File: config.mk
export PLATFORM = sky130hd
export DESIGN_NAME = term_src_fifo
export DESIGN_NICKNAME = d
export VERILOG_FILES = /design/src/rtl/term_src_fifo_pkg.sv /design/src/rtl/term_fifo_mem.sv /design/src/rtl/term_src_fifo.sv
export SDC_FILE = /design/constraint.sdc
export NUM_CORES = 1
export LEC_CHECK = 0
export BUFFER_PORTS_ARGS = -buffer_cell sky130_fd_sc_hd__buf_2
export CORE_AREA = 2 2 128 130
export CTS_CLUSTER_SIZE = 20
export DETAILED_ROUTE_END_ITERATION = 16
export DIE_AREA = 0 0 130 132
export GPL_ROUTABILITY_DRIVEN = 0
export PLACE_DENSITY_LB_ADDON = 0.25
export SYNTH_ARGS = -nofsm -noshare
export SYNTH_HDL_FRONTEND = slang
export SYNTH_SLANG_ARGS = --single-unit
export TNS_END_PERCENT = 20
File: constraint.sdc
create_clock -name clk -period 2.9 [get_ports clk]
set_input_delay 0.145 -clock clk [delete_from_list [all_inputs] [get_ports clk]]
set_output_delay 0.145 -clock clk [all_outputs]
set_load 0.01 [all_outputs]
File: src/rtl/term_src_fifo_pkg.sv
// Shared definitions for the mesh terminal source FIFO: header layout and counter width.
package term_src_fifo_pkg;

  localparam int unsigned ROW_W = 4;
  localparam int unsigned COL_W = 4;

  // Header bit positions, expressed as offsets below pckg_sz
  localparam int unsigned ROW_HI_OFS = 9;
  localparam int unsigned ROW_LO_OFS = 12;
  localparam int unsigned COL_HI_OFS = 13;
  localparam int unsigned COL_LO_OFS = 16;
  localparam int unsigned MODE_OFS   = 17;

  localparam int unsigned STAT_W = 8;

  typedef struct packed {
    logic [ROW_W-1:0] row;
    logic [COL_W-1:0] col;
    logic             mode;
  } hdr_t;

  localparam int unsigned HDR_W = $bits(hdr_t);

endpackage

File: src/rtl/term_fifo_mem.sv
// Dual-pointer FIFO storage: one synchronous write port, asynchronous read of the head slot.
module term_fifo_mem #(
  parameter int unsigned width = 40,
  parameter int unsigned depth = 4
) (
  input  logic                     clk,
  input  logic                     we,
  input  logic [$clog2(depth)-1:0] waddr,
  input  logic [width-1:0]         wdata,
  input  logic [$clog2(depth)-1:0] raddr,
  output logic [width-1:0]         rdata
);

  logic [width-1:0] mem [depth];

  // Storage is deliberately not reset; validity is tracked by the owner's pointers
  always_ff @(posedge clk) begin
    if (we) mem[waddr] <= wdata;
  end

  assign rdata = mem[raddr];

endmodule

File: src/rtl/term_src_fifo.sv
// Source-side FIFO feeding a mesh terminal: screens destination addresses,
// buffers packets first-word-fall-through and keeps saturating loss counters.
module term_src_fifo
  import term_src_fifo_pkg::*;
#(
  parameter int unsigned rows    = 4,
  parameter int unsigned columns = 4,
  parameter int unsigned pckg_sz = 40,
  parameter int unsigned f_depth = 4
) (
  input  logic                         clk,
  input  logic                         reset,
  input  logic                         push,
  input  logic [pckg_sz-1:0]           push_data,
  output logic                         full,
  output logic                         pndng_i_in,
  output logic [pckg_sz-1:0]           data_out_i_in,
  input  logic                         popin,
  output logic [$clog2(f_depth+1)-1:0] count,
  output logic [STAT_W-1:0]            ovf_cnt,
  output logic [STAT_W-1:0]            drop_cnt
);

  localparam int unsigned PTR_W   = $clog2(f_depth);
  localparam int unsigned CNT_W   = $clog2(f_depth+1);
  localparam int unsigned ROW_MAX = rows + 1;
  localparam int unsigned COL_MAX = columns + 1;
  localparam logic [STAT_W-1:0] STAT_MAX = '1;

  hdr_t               hdr;
  logic               unused_mode;
  logic               addr_ok_c;
  logic               pop_c;
  logic               wr_en_c;
  logic               ovf_inc_c;
  logic               drop_inc_c;
  logic [CNT_W-1:0]   cnt_nxt_c;
  logic [PTR_W-1:0]   wr_ptr;
  logic [PTR_W-1:0]   rd_ptr;
  logic [pckg_sz-1:0] rd_data;
  logic [pckg_sz-1:0] hold_q;

  // Row, col and mode sit contiguously just below the top byte
  assign hdr         = hdr_t'(push_data[pckg_sz-ROW_HI_OFS -: HDR_W]);
  assign unused_mode = hdr.mode;

  always_comb begin
    addr_ok_c  = 1'b0;
    pop_c      = 1'b0;
    wr_en_c    = 1'b0;
    ovf_inc_c  = 1'b0;
    drop_inc_c = 1'b0;
    cnt_nxt_c  = count;

    addr_ok_c  = (32'(hdr.row) <= ROW_MAX) && (32'(hdr.col) <= COL_MAX);
    pop_c      = popin & pndng_i_in;
    // A same-cycle pop frees the slot, so a full FIFO can still accept
    wr_en_c    = push & addr_ok_c & (~full | pop_c);
    ovf_inc_c  = push & addr_ok_c & full & ~pop_c;
    drop_inc_c = push & ~addr_ok_c;

    case ({wr_en_c, pop_c})
      2'b10:   cnt_nxt_c = count + CNT_W'(1);
      2'b01:   cnt_nxt_c = count - CNT_W'(1);
      default: cnt_nxt_c = count;
    endcase
  end

  // Pointers, occupancy, flags and loss counters
  always_ff @(posedge clk or posedge reset) begin
    if (reset) begin
      wr_ptr     <= '0;
      rd_ptr     <= '0;
      count      <= '0;
      full       <= 1'b0;
      pndng_i_in <= 1'b0;
      ovf_cnt    <= '0;
      drop_cnt   <= '0;
      hold_q     <= '0;
    end else begin
      if (wr_en_c) wr_ptr <= wr_ptr + PTR_W'(1);
      if (pop_c) begin
        rd_ptr <= rd_ptr + PTR_W'(1);
        hold_q <= rd_data;
      end
      count      <= cnt_nxt_c;
      full       <= (cnt_nxt_c == CNT_W'(f_depth));
      pndng_i_in <= (cnt_nxt_c != '0);
      if (ovf_inc_c && (ovf_cnt != STAT_MAX))   ovf_cnt  <= ovf_cnt + STAT_W'(1);
      if (drop_inc_c && (drop_cnt != STAT_MAX)) drop_cnt <= drop_cnt + STAT_W'(1);
    end
  end

  term_fifo_mem #(
    .width (pckg_sz),
    .depth (f_depth)
  ) u_mem (
    .clk   (clk),
    .we    (wr_en_c),
    .waddr (wr_ptr),
    .wdata (push_data),
    .raddr (rd_ptr),
    .rdata (rd_data)
  );

  // When empty, keep presenting the most recently consumed head
  assign data_out_i_in = pndng_i_in ? rd_data : hold_q;

endmodule
==> metrics.yaml <==
timing:
  hold_viol_final: 0
  finClkSkew_ps: 5.30
  maxSlewHeadroom: 0.523
  setup_tns_ps: 0
  fin_crit_ps: 2660
  setup_viol_count_final: 0
  fin_crit_sh: 0.916
  fmax_mhz: 376
  rsz0062_at_grt: "false"
  maxSlewViolCount: 0
  tightest_slew_ps: 716
setup_path:
  crit_path_max_fanout: 9
  cp-end-kind: "flop"
  worst_ep_required_time_ps: 3260
  crit_arrival_ps: 3020
  worstPathCellList: "dlygate4sd3_1 > buf_2 > nor2_1 > nand3_2 > a211oi_4 > inv_1 > ha_1 > fa_1 > xnor2_1 > nor2_1 > xnor2_1 > nand2_1"
  worst_path_max_delay_cell: "dlygate4sd3_1"
  cp-start-kind: "input port"
  critical_path_class: "in2reg"
  critPathMaxStageDelay_ps: 530
placed_design:
  io_buffers: 104
  placedCellCount: 766
  place_hpwl_um: 10100
route:
  detail-route-antenna-nets: 0
  num_vias: 4697
  wl_per_cell_um: 20.3
  wl_um: 17200
  first_iter_violations: 314
  viasPerCell: 5.53
  dr.pass1.iters: 4
  drcViolationCount: 0
final_layout:
  drive_gt1_frac: 0.452
  num_antenna_cells: 0
  final_common_cell: "edfxtp_1"
  fin_nets: 669
  layout_common_cells: "160 x edfxtp_1, 104 x buf_2, 86 x mux2_2, 62 x dfrtp_1, 42 x dlygate4sd3_1"
  final_util: 0.698
  syn2layout_area_growth_pct: 21.1
  final_cells: 849
power_and_ir_drop:
  power.density_nw_per_um2: 915
  vdd_ir_drop_max_v: 0.000599
  leakage_nw: 4.10
outcome:
  status: "completed"
floorplanning:
  start_util: 0.576
  num_rows: 46
  dieArea_um2: 17200
  die_y_um: 132
  coreArea_um2: 15700
  pin_count: 105
  die-width_um: 130
clock_tree:
  clock_latency_ps: 490
  cts_buffer_depth: 3
  post-cts-setup-buffer-count: 0
  cts.clk_slew.worst_paths_ps: 60
  cts_tree: "yes"
  cts_resized: 0
  htreeDepth: 1
  clockRootBuffer: "clkbuf_16"
  clock_sinks: 225
  numCtsBuffers: 23
flow_run:
  max_cap_viol_count: 0
global_routing:
  grt_pass1_wl_um: 27600
  grt_usage: 0.209
  grt_pass1_vias: 5228
  antenna_found_initial: 0
  grt_max_degree: 42
  grt-ovfl-total: 0
yosys:
  synthFlopType: "edfxtp_1"
  syn_nets: 505
  synth-edff-count: 160
  synth_top_area_cell: "edfxtp_1"
  syn-instance-count: 453
  ys_types: 33
  yosysWarnings: 0
  ys_ff_latch: 225
  synth_top_area_share: 0.531
  synth-seq-area-share: 0.711
  synth.area.top_cells: "edfxtp_1 53%, dfrtp_1 18%, mux2_2 11%"
  async_reset_ff_frac: 0.289
  syn_avg_cell_area_um2: 20.0
  synthesis.area_um2: 9050
hold_path:
  hp-class: "in2reg"
==> state kept, by name, indices dropped and copies added (netlist names) <==
name        cells
count           3
drop_cnt        8
full            1
hold_q         40
ovf_cnt         8
pndng_i_in      1
rd_ptr          2
u_mem.mem     160
wr_ptr          2
==> critical path: cells and delay by family <==
kind | cells | cell delay (ps)
AO/OA/AOI/OAI | 1 | 430
buffers and inverters | 3 | 760
AND/OR/NAND/NOR | 4 | 630
adder cells (fa/ha/maj) | 2 | 620
XOR/XNOR | 2 | 410
==> where the power goes <==
group	internal, W	switching (W)	total (W)
Combinational	0.00162	0.00133	0.00296
Clock	0.00161	0.00112	0.00273
Sequential	0.00395	0.000394	0.00434
Total	0.00718	0.00285	0.0100
==> path summary, 6_finish.rpt <==
kind	slack (ps)	depth (start not counted)	endpoint	from
max	240	12	pndng_i_in$_DFF_PP0_	push_data[31]
min	20	3	rd_ptr[0]$_DFFE_PP0P_	popin
max reg2reg	610	9	pndng_i_in$_DFF_PP0_	pndng_i_in$_DFF_PP0_
min reg2reg	500	1	hold_q[20]$_DFFE_PP0P_	hold_q[20]$_DFFE_PP0P_
max in group asynchronous	1880	4	pndng_i_in$_DFF_PP0_	reset
min in group asynchronous	280	3	hold_q[29]$_DFFE_PP0P_	reset
==> layout make-up <==
class                           count  area [um^2]
Sequential cell                   225         6440
Fill cell                        1027         4750
Multi-Input combinational cell    201         2440
Timing Repair Buffer              158         1080
Clock buffer                       31          636
Tap cell                          216          270
Clock inverter                     10         67.6
Inverter                            8         31.3
==> kinds of logic (layout without fill, tap and decap cells) <==
logic type	count (synthesis)	after routing	share of synthesized area
compound gates	4	4	0.00456
xor+xnor	16	16	0.0155
fa+ha+maj	8	8	0.0119
buf+inv	27	207	0.0203
flops	225	225	0.711
mux	127	127	0.208
simple gates	46	46	0.0286
==> routing by layer <==
| metal | GRT usage | up-vias | wire length, um |
|---|---|---|---|
| met4 | 0.0478 | 0 | 283 |
| met1 | 0.274 | 2437 | 7050 |
| met3 | 0.0357 | 26 | 769 |
| li1 | - | 2116 | - |
| met5 | 0 | - | 0 |
| met2 | 0.369 | 118 | 9140 |
==> metrics by stage <==
stage | setup slack [ps] | total power, W | instance area, um^2 | hold slack [ps]
CTS | 235 | 0.0101 | 11000 | 0.614
global placement | 434 | 0.00724 | 9840 | 274
detailed placement | 306 | 0.00736 | 9840 | 272
global route | 90.3 | 0.0106 | 11000 | 26.6
finish | 243 | 0.0100 | 11000 | 17.8
floorplan | 445 | 0.00647 | 9050 | 244
==> cells in the mapped netlist, drive strengths merged (3+ instances only) <==
cell / count
edfxtp: 160
mux2: 86
dfrtp: 65
mux4: 40
buf: 13
xor2: 10
nand2: 9
nand3: 9
nor4: 9
ha: 7
inv: 7
clkbuf: 6
nor2: 6
xnor2: 6
and2: 4
nor3: 3
==> repair_timing <==
item                                    4_1_cts  5_1_grt
endpoints found under the setup margin        0        0
endpoints found under the hold margin       194        0
hold buffers                                 42        0
No activity file was read; power rests on OpenSTA's default activity.
